[src/rtl/ic_pkg.sv]
// Shared interconnect definitions: request status encodings, default data width
// and the id/count width helpers used by the arbiter and seeker family.
package ic_pkg;

  typedef enum logic [1:0] {
    NO_REQ = 2'd0,
    WAIT   = 2'd1,
    W_ACK  = 2'd2,
    W_DATA = 2'd3
  } req_status_e;

  localparam int DEFAULT_DW = 32;

  // A single master still needs one id bit so the owner queue has a data lane.
  function automatic int id_width(input int n);
    return (n > 1) ? $clog2(n) : 1;
  endfunction

  function automatic int count_width(input int depth);
    return $clog2(depth) + 1;
  endfunction

endpackage

[src/rtl/rdata_router_if.sv]
// Acknowledge and read-data bus seen by one slave's rdata_router.
// The master modport drives commands and slave words; the slave modport is the router side.
interface rdata_router_if
  import ic_pkg::*;
#(
  parameter int N_M = 2,
  parameter int DW  = DEFAULT_DW,
  parameter int SW  = 2
);
  localparam int MID_W = id_width(N_M);

  logic             ack_valid;
  logic [SW-1:0]    ack_slave;
  logic [MID_W-1:0] ack_master;
  logic             rdata_valid;
  logic [DW-1:0]    rdata_in;
  logic [N_M*DW-1:0] rdata;
  logic [N_M-1:0]   data_read;

  modport master (
    output ack_valid, ack_slave, ack_master, rdata_valid, rdata_in,
    input  rdata, data_read
  );

  modport slave (
    input  ack_valid, ack_slave, ack_master, rdata_valid, rdata_in,
    output rdata, data_read
  );
endinterface

[src/rtl/rdata_router_owner_fifo.sv]
// owner_fifo: DEPTH x W queue of read owners with registered count and full flag.
// Push while full is accepted only when a pop happens in the same cycle.
module owner_fifo #(
  parameter int DEPTH = 4,
  parameter int W     = 1,
  localparam int AW   = $clog2(DEPTH),
  localparam int CW   = AW + 1
) (
  input  logic          clk,
  input  logic          rst_n,
  input  logic          push,
  input  logic          pop,
  input  logic [W-1:0]  din,
  output logic [W-1:0]  dout,
  output logic [CW-1:0] count,
  output logic          full,
  output logic          empty
);

  logic [W-1:0]  mem [DEPTH];
  logic [AW-1:0] wr_ptr_reg;
  logic [AW-1:0] rd_ptr_reg;
  logic [CW-1:0] count_reg;
  logic [CW-1:0] count_next;
  logic          full_reg;
  logic          wr_en;
  logic          rd_en;

  assign empty = (count_reg == '0);
  assign rd_en = pop && !empty;
  assign wr_en = push && (!full_reg || rd_en);

  always_comb begin
    count_next = count_reg;
    if (wr_en && !rd_en)
      count_next = count_reg + CW'(1);
    else if (rd_en && !wr_en)
      count_next = count_reg - CW'(1);
  end

  // DEPTH is a power of two, so the pointers wrap by plain overflow.
  always_ff @(posedge clk or negedge rst_n) begin
    if (!rst_n) begin
      wr_ptr_reg <= '0;
      rd_ptr_reg <= '0;
      count_reg  <= '0;
      full_reg   <= 1'b0;
    end else begin
      if (wr_en)
        wr_ptr_reg <= wr_ptr_reg + AW'(1);
      if (rd_en)
        rd_ptr_reg <= rd_ptr_reg + AW'(1);
      count_reg <= count_next;
      full_reg  <= (count_next == CW'(DEPTH));
    end
  end

  always_ff @(posedge clk) begin
    if (wr_en)
      mem[wr_ptr_reg] <= din;
  end

  assign dout  = mem[rd_ptr_reg];
  assign count = count_reg;
  assign full  = full_reg;

endmodule

[src/rtl/rdata_router.sv]
// Per-slave read-data return router: queues read owners in acceptance order and
// steers each slave word to its owner one cycle later. RDATA_HOLD_EN keeps delivered words.
module rdata_router
  import ic_pkg::*;
#(
  parameter int N_M   = 2,
  parameter int DW    = DEFAULT_DW,
  parameter int DEPTH = 4,
  parameter int SW    = 2,
  parameter int S_NO  = 0,
  localparam int MID_W = id_width(N_M),
  localparam int CW    = count_width(DEPTH)
) (
  input  logic          clk,
  input  logic          rst_n,
  rdata_router_if.slave bus,
  output logic [CW-1:0] outstanding,
  output logic          full,
  output logic          err_ovf,
  output logic          err_unexp
);

  logic             push_req;
  logic             pop_en;
  logic             fifo_full;
  logic             fifo_empty;
  logic [MID_W-1:0] head_id;
  logic             err_ovf_reg;
  logic             err_unexp_reg;

  assign push_req = bus.ack_valid && (bus.ack_slave == SW'(S_NO));
  // No bypass: a word arriving with an empty queue is never claimed by a same-cycle push.
  assign pop_en   = bus.rdata_valid && !fifo_empty;

  owner_fifo #(
    .DEPTH (DEPTH),
    .W     (MID_W)
  ) u_owner_fifo (
    .clk   (clk),
    .rst_n (rst_n),
    .push  (push_req),
    .pop   (bus.rdata_valid),
    .din   (bus.ack_master),
    .dout  (head_id),
    .count (outstanding),
    .full  (fifo_full),
    .empty (fifo_empty)
  );

  always_ff @(posedge clk or negedge rst_n) begin
    if (!rst_n) begin
      err_ovf_reg   <= 1'b0;
      err_unexp_reg <= 1'b0;
    end else begin
      err_ovf_reg   <= push_req && fifo_full && !pop_en;
      err_unexp_reg <= bus.rdata_valid && fifo_empty;
    end
  end

  // Owner ids >= N_M match no lane, so their words are silently dropped.
  generate
    for (genvar gi = 0; gi < N_M; gi++) begin : g_lane
      logic          deliver;
      logic [DW-1:0] slice_reg;
      logic          strobe_reg;

      assign deliver = pop_en && (head_id == MID_W'(gi));

      always_ff @(posedge clk or negedge rst_n) begin
        if (!rst_n) begin
          slice_reg  <= '0;
          strobe_reg <= 1'b0;
        end else begin
          strobe_reg <= deliver;
          if (deliver)
            slice_reg <= bus.rdata_in;
`ifndef RDATA_HOLD_EN
          else
            slice_reg <= '0;
`endif
        end
      end

      assign bus.rdata[gi*DW +: DW] = slice_reg;
      assign bus.data_read[gi]      = strobe_reg;
    end
  endgenerate

  assign full      = fifo_full;
  assign err_ovf   = err_ovf_reg;
  assign err_unexp = err_unexp_reg;

endmodule
[src/flat_wrapper.sv]
// flat-port wrapper written by rule: the top's interface ports become plain ports
module rdata_router_flat import ic_pkg::*;
#(
  parameter int N_M   = 2,
  parameter int DW    = DEFAULT_DW,
  parameter int DEPTH = 4,
  parameter int SW    = 2,
  parameter int S_NO  = 0,
  localparam int MID_W = id_width(N_M),
  localparam int CW    = count_width(DEPTH)
)
  (clk, rst_n, outstanding, full, err_ovf, err_unexp, bus_ack_valid, bus_ack_slave, bus_ack_master, bus_rdata_valid, bus_rdata_in, bus_rdata, bus_data_read);
  rdata_router_if #(.N_M(N_M), .DW(DW), .SW(SW)) bus_i ();
  input  logic clk;
  input  logic rst_n;
  output logic [CW-1:0] outstanding;
  output logic full;
  output logic err_ovf;
  output logic err_unexp;
  input wire logic [$bits(bus_i.ack_valid)-1:0] bus_ack_valid;
  input wire logic [$bits(bus_i.ack_slave)-1:0] bus_ack_slave;
  input wire logic [$bits(bus_i.ack_master)-1:0] bus_ack_master;
  input wire logic [$bits(bus_i.rdata_valid)-1:0] bus_rdata_valid;
  input wire logic [$bits(bus_i.rdata_in)-1:0] bus_rdata_in;
  output wire logic [$bits(bus_i.rdata)-1:0] bus_rdata;
  output wire logic [$bits(bus_i.data_read)-1:0] bus_data_read;
  assign bus_i.ack_valid = bus_ack_valid;
  assign bus_i.ack_slave = bus_ack_slave;
  assign bus_i.ack_master = bus_ack_master;
  assign bus_i.rdata_valid = bus_rdata_valid;
  assign bus_i.rdata_in = bus_rdata_in;
  assign bus_rdata = bus_i.rdata;
  assign bus_data_read = bus_i.data_read;
  rdata_router #(.N_M(N_M), .DW(DW), .DEPTH(DEPTH), .SW(SW), .S_NO(S_NO)) u_core (.clk(clk), .rst_n(rst_n), .bus(bus_i), .outstanding(outstanding), .full(full), .err_ovf(err_ovf), .err_unexp(err_unexp));
endmodule
[config.mk]
export PLATFORM = sky130hd
export DESIGN_NAME = rdata_router_flat
export DESIGN_NICKNAME = d
export VERILOG_FILES = /design/src/rtl/ic_pkg.sv /design/src/rtl/rdata_router_if.sv /design/src/rtl/rdata_router_owner_fifo.sv /design/src/rtl/rdata_router.sv /design/src/flat_wrapper.sv
export SDC_FILE = /design/constraint.sdc
export NUM_CORES = 1
export LEC_CHECK = 0
export CAP_MARGIN = 20
export CORE_ASPECT_RATIO = 1.5
export CORE_MARGIN = 5
export CORE_UTILIZATION = 47
export CTS_CLUSTER_DIAMETER = 40
export DETAILED_ROUTE_END_ITERATION = 8
export PLACE_DENSITY = 0.83
export SYNTH_ARGS = -nofsm -noshare
export SYNTH_HDL_FRONTEND = slang
export SYNTH_HIERARCHICAL = 1
export SYNTH_SLANG_ARGS = --single-unit
[constraint.sdc]
create_clock -name clk -period 4.45 [get_ports clk]
set_input_delay 1.335 -clock clk [delete_from_list [all_inputs] [get_ports clk]]
set_output_delay 1.335 -clock clk [all_outputs]
set_load 0.005 [all_outputs]
==> flow_summary.ini, run 1 <==
[power]
p_switching_uw = 564
ir_worst_vdd_uv = 305
pwr-share-clk_pct = 25.3
switching_share_pct = 26.3
seq_power_share_pct = 44.5
leakagePower_uw = 0.00196
comb_power_share_pct = 30.2
internal-power_uw = 1580
p_per_area_nw_per_um2 = 500

[layout]
layout.nets = 368
final_util_pct = 70.5
area_delta_synth_final_pct = 47.9
drive_above_1_share_pct = 8.56
diodes = 0
final_cells = 401
fillers = 440
largest_register_ffs = 64

[critical_path]
reg2reg_depth = 4
regToRegStartpoint = u_core/u_owner_fifo/rd_ptr_reg[0]
critPathKind = input pin to register
startpoint_type = input pin
crit_required_ps = 4670
rr_endpoint = u_core/g_lane[0].slice_reg[7]
startpoint = bus_ack_valid
crit_path_end = u_core/u_owner_fifo/full
r2r_slack_ps = 2560
cp_max_fo = 9
cp.arrival_ps = 2970
end_kind = register

[die]
rows = 35
io_pins = 111
dieArea_um2 = 7880
core-area_um2 = 6090
initial_core_util_pct = 47.7
fp.dieW_um = 74.2
die_h_um = 106

[cts]
post_cts_buffers = 0
clock_path_buffers = 2
clock-root-buffer = clkbuf_8
cts_made_buffers = 9
insertion_delay_ps = 330
cts_tree = yes
cts_resized = 0
clk_pin_slew_ps = 70
clock_sinks = 80
holdBufCountCts = 0
htreeDepth = 3

[synthesis]
synth_edf_count = 4
ys.flop_type = dfrtp_1
ys_seq_elements = 80
synthArstFlopShare_pct = 95.0
avgSynthCellArea_um2 = 14.1
synthCells = 206
yosysWarnings = 6
yosysSeqAreaShare_pct = 69.7
syn_nets = 252
synth.distinct_cells = 36
syn-cell-area_um2 = 2900

[sta]
finalClockSkew_ps = 8.80
max_freq_ghz = 0.364
min_period_over_period_pct = 61.7
tightest_slew_ps = 909
finalSetupViolCount = 0
tns_ps = 0
rsz0062_at_grt = false
slew_violations = 0
slew_headroom_pct = 39.4
hold_viol = 0
fin_crit_ps = 2740

[grt]
track_usage_pct = 16.5
grt_pass1_vias = 1991
grt_pass1_wl_mm = 9.64
overflow = 0
grt_max_degree = 77
antenna_found_initial = 0

[routing]
routedWlPerCell_um = 14.8
wirelength_mm = 5.92
first_pass_iters = 4
drt_iter0_markers = 132
route.detailed.drc = 0
ant_nets = 0
viasPerCell = 4.63
vias = 1858

[flow_run]
cap_violations = 0

[outcome]
outcome = complete, no violations

[place]
gp_congestion = 0.783
dpl.cell_count = 385
hpwlAfterDp_mm = 4.38
io_buffers = 110

[hold_path]
hp-class = register to register
==> cells in the final DEF (no fill, tap or decap), types with 2 or more instances in the layout <==
| cell type | netlist | layout |
|---|---|---|
| nor3b_1 | 2 | 2 |
| xnor2_1 | 3 | 3 |
| nand2b_1 | 2 | 2 |
| ha_1 | 7 | 7 |
| nor2_1 | 2 | 2 |
| dfrtp_1 | 76 | 76 |
| inv_1 | 6 | 6 |
| clkbuf_8 | 0 | 12 |
| nand2_1 | 4 | 4 |
| clkdlybuf4s50_1 | 0 | 109 |
| a31oi_1 | 2 | 2 |
| and4b_1 | 2 | 2 |
| edfxtp_1 | 4 | 4 |
| and2_1 | 67 | 67 |
| buf_4 | 3 | 4 |
==> stage by stage <==
stage               total power [uW]  instance area, um2  hold WS, ps  setup WS (ps)
CTS                             2190                4290          488           1700
finish                          2140                4290          484           1710
detailed placement              1630                4070          473           1360
global route                    2290                4290          508           1560
floorplan                       1250                2900          453           1580
global placement                1610                4070          472           1410
==> per-layer routing <==
metal	track usage [%]	vias to the layer above	wire length (um)
li1	-	896	-
met1	18.4	892	2080
met2	28.1	64	3290
met3	4.26	6	477
met4	8.42	0	70
met5	0	-	0
==> critical path, stage by stage <==
cell             delay, ps
clkdlybuf4s50_1        450
nor3b_1                170
buf_4                  190
inv_2                   60
a211o_1                270
a221oi_2               260
and4b_1                230
==> logic make-up after synthesis <==
kind of cell	count (synthesis)	share of synthesized area (%)
muxes	2	1.16
adders and majority gates	7	3.02
buffers and inverters	15	2.54
DFF	80	69.7
AOI/OAI and AO/OA	11	3.15
xor gates and xnor gates	4	1.21
and+or+nand+nor	87	19.2
==> layout make-up <==
| cell class | count | area, um2 | share of cell area, % |
|---|---|---|---|
| clock buffers | 12 | 165 | 3.85 |
| multi-input cells | 111 | 812 | 18.9 |
| inverters | 7 | 26.3 | 0.612 |
| clock inverters | 4 | 51.3 | 1.20 |
| well taps | 74 | 92.6 | 2.16 |
| flip-flops and latches | 80 | 2020 | 47.1 |
| repair buffers | 113 | 1120 | 26.1 |
==> worst min-delay path by stage <==
stage	cells after the start	endpoint	slack (ps)	start
floorplan	1	u_core/u_owner_fifo/rd_ptr_reg[1]	450	u_core/u_owner_fifo/rd_ptr_reg[1]
global placement	1	u_core/u_owner_fifo/rd_ptr_reg[1]	470	u_core/u_owner_fifo/rd_ptr_reg[1]
detailed placement	1	u_core/u_owner_fifo/rd_ptr_reg[1]	470	u_core/u_owner_fifo/rd_ptr_reg[1]
CTS	1	u_core/u_owner_fifo/rd_ptr_reg[1]	490	u_core/u_owner_fifo/rd_ptr_reg[1]
global route	1	u_core/u_owner_fifo/rd_ptr_reg[1]	510	u_core/u_owner_fifo/rd_ptr_reg[1]
finish	1	u_core/u_owner_fifo/rd_ptr_reg[1]	480	u_core/u_owner_fifo/rd_ptr_reg[1]
==> cell usage after synthesis, types with 2 or more instances <==
master | n | area share [%]
a31oi_1 | 2 | 0.43
and2_1 | 67 | 14
and4b_1 | 2 | 0.69
buf_2 | 3 | 0.52
buf_4 | 3 | 0.78
clkbuf_2 | 2 | 0.34
dfrtp_1 | 76 | 66
edfxtp_1 | 4 | 4.1
ha_1 | 7 | 3.0
inv_1 | 6 | 0.78
nand2_1 | 4 | 0.52
nand2b_1 | 2 | 0.43
nor2_1 | 2 | 0.26
nor3b_1 | 2 | 0.52
xnor2_1 | 3 | 0.91
==> power by group through the flow <==
stage	combinational [uW]	clock (uW)	sequential [uW]
CTS	665	565	957
global placement	641	0	965
global route	719	596	973
detailed placement	662	0	972
finish	647	543	953
floorplan	270	0	977
No activity file was read; power rests on OpenSTA's default activity.
==> inputs of run 2 (changes only) <==
--- a/config.mk
+++ b/config.mk
@@ -8,10 +8,10 @@
 export CAP_MARGIN = 20
 export CORE_ASPECT_RATIO = 1.5
 export CORE_MARGIN = 5
-export CORE_UTILIZATION = 47
+export CORE_UTILIZATION = 39
 export CTS_CLUSTER_DIAMETER = 40
 export DETAILED_ROUTE_END_ITERATION = 8
-export PLACE_DENSITY = 0.83
+export PLACE_DENSITY = 0.73
 export SYNTH_ARGS = -nofsm -noshare
 export SYNTH_HDL_FRONTEND = slang
 export SYNTH_HIERARCHICAL = 1
==> constraint.sdc (replaced) <==
create_clock -name clk -period 2.45 [get_ports clk]
set_input_delay 0.735 -clock clk [delete_from_list [all_inputs] [get_ports clk]]
set_output_delay 0.735 -clock clk [all_outputs]
set_load 0.005 [all_outputs]
==> flow_summary.ini, run 2 (synthesis gave the netlist of run 1 again) <==
[cts]
clock_path_buffers = 2
insertion_delay_ps = 340
htreeDepth = 3
post_cts_buffers = 0
clock_sinks = 80
cts_resized = 0
clk_pin_slew_ps = 80
holdBufCountCts = 0
cts_made_buffers = 9
cts_tree = yes
clock-root-buffer = clkbuf_8

[layout]
ff_latch_area_um2 = 2020
final_util_pct = 60.4
area_delta_synth_final_pct = 50.4
mostFrequentLayoutCell = clkdlybuf4s50_1
drive_above_1_share_pct = 9.67
largest_register_ffs = 64
diodes = 0
final_cell_mix = clkdlybuf4s50_1, dfrtp_1, and2_1, clkbuf_8, ha_1
fillers = 611
layout.nets = 372
multiInputGateArea_um2 = 812

[grt]
antenna_found_initial = 0
grt_max_degree = 42
grt_pass1_wl_mm = 9.77
grt_pass1_vias = 1973
track_usage_pct = 14.2
overflow = 0

[sta]
slew_headroom_pct = 57.5
rsz0062_at_grt = false
hold_viol = 0
slew_violations = 0
finalClockSkew_ps = 7.87
tightest_slew_ps = 621
tns_ps = 0
finalSetupViolCount = 0
max_freq_ghz = 0.451
fin_crit_ps = 2220
setup_slack_ps = 232
whs_ps = 334
min_period_over_period_pct = 90.5

[critical_path]
critPathMaxStageDelay_ps = 560
crit_required_ps = 2730
end_kind = register
cp_cell_sequence = clkdlybuf4s50_1, nor3b_1, buf_4, inv_2, a2111oi_0, a221oi_2, and4b_1
cpLargestDelayFamily = buffers and inverters
cp_max_fo = 9
cp.arrival_ps = 2500
cpMaxStageDelayCell = a2111oi_0
critPathKind = input pin to register
startpoint_type = input pin
path_buf_inv = 3

[place]
gp_congestion = 0.881
pre_cts_ws_ps = -78.5
hpwlAfterDp_mm = 4.72
io_buffers = 110

[power]
p_per_area_nw_per_um2 = 886
ir_worst_vdd_uv = 572
leakagePower_uw = 0.00199

[routing]
first_pass_iters = 4
routedWlPerCell_um = 14.7
drt_iter0_markers = 70
wirelength_mm = 6.33
viasPerCell = 4.38
ant_nets = 0
vias = 1889
route.detailed.drc = 0

[die]
io_pins = 111
rows = 38
die_h_um = 116
initial_core_util_pct = 40.1
fp.dieW_um = 80.4
core-area_um2 = 7230
dieArea_um2 = 9300

[outcome]
outcome = complete, no violations

[hold_path]
hp-class = input pin to async pin

[flow_run]
cap_violations = 0
-- run 2: routing by layer --
layer	share of wire (%)	routed length (um)	up-vias	GRT usage (%)
met5	0	0	-	0
met4	1.1	72	0	5.75
met3	6.8	432	4	4.59
met2	57	3580	62	26.3
met1	35	2240	923	14.4
li1	-	-	900	-
-- run 2: final cells by class --
class                      instances  area share [%]
inverter                           7           0.602
clock buffer                      12            3.78
sequential                        80            46.3
multi-input combinational        111            18.6
tap                              100            2.87
clock inverter                     4           0.573
timing repair buffer             117            27.2
-- run 2: where the power goes --
group	switching, uW	internal [uW]
clock	444	452
sequential	145	1600
combinational	473	753
total	1060	2800
-- run 2: through the flow --
stage,std cells,total power [uW],area (um2)
3_5_place_dp,415,3030,4170
5_1_grt,431,4120,4360
4_1_cts,431,3940,4360
2_1_floorplan,206,2270,2900
6_report,431,3870,4360
3_3_place_gp,415,2990,4170
-- run 2: final timing paths --
kind	cells after the start	to	from	slack, ps
max reg2reg	6	u_core/u_owner_fifo/full	u_core/u_owner_fifo/count[0]	520
min reg2reg	1	u_core/u_owner_fifo/rd_ptr_reg[1]	u_core/u_owner_fifo/rd_ptr_reg[1]	500
max	7	u_core/u_owner_fifo/full	bus_ack_valid	230
min in group clk	1	u_core/u_owner_fifo/rd_ptr_reg[1]	u_core/u_owner_fifo/rd_ptr_reg[1]	500
max in group asynchronous	2	u_core/g_lane[0].slice_reg[1]	rst_n	1540
min	1	u_core/g_lane[1].slice_reg[3]	rst_n	330
-- run 2: worst reg2reg max path: stages (launching register included) --
cell and delay [ps]:
dfrtp_1 440, inv_1 140, ha_1 240, nand2b_4 90
a2111oi_0 620, a221oi_2 70, and4b_1 270
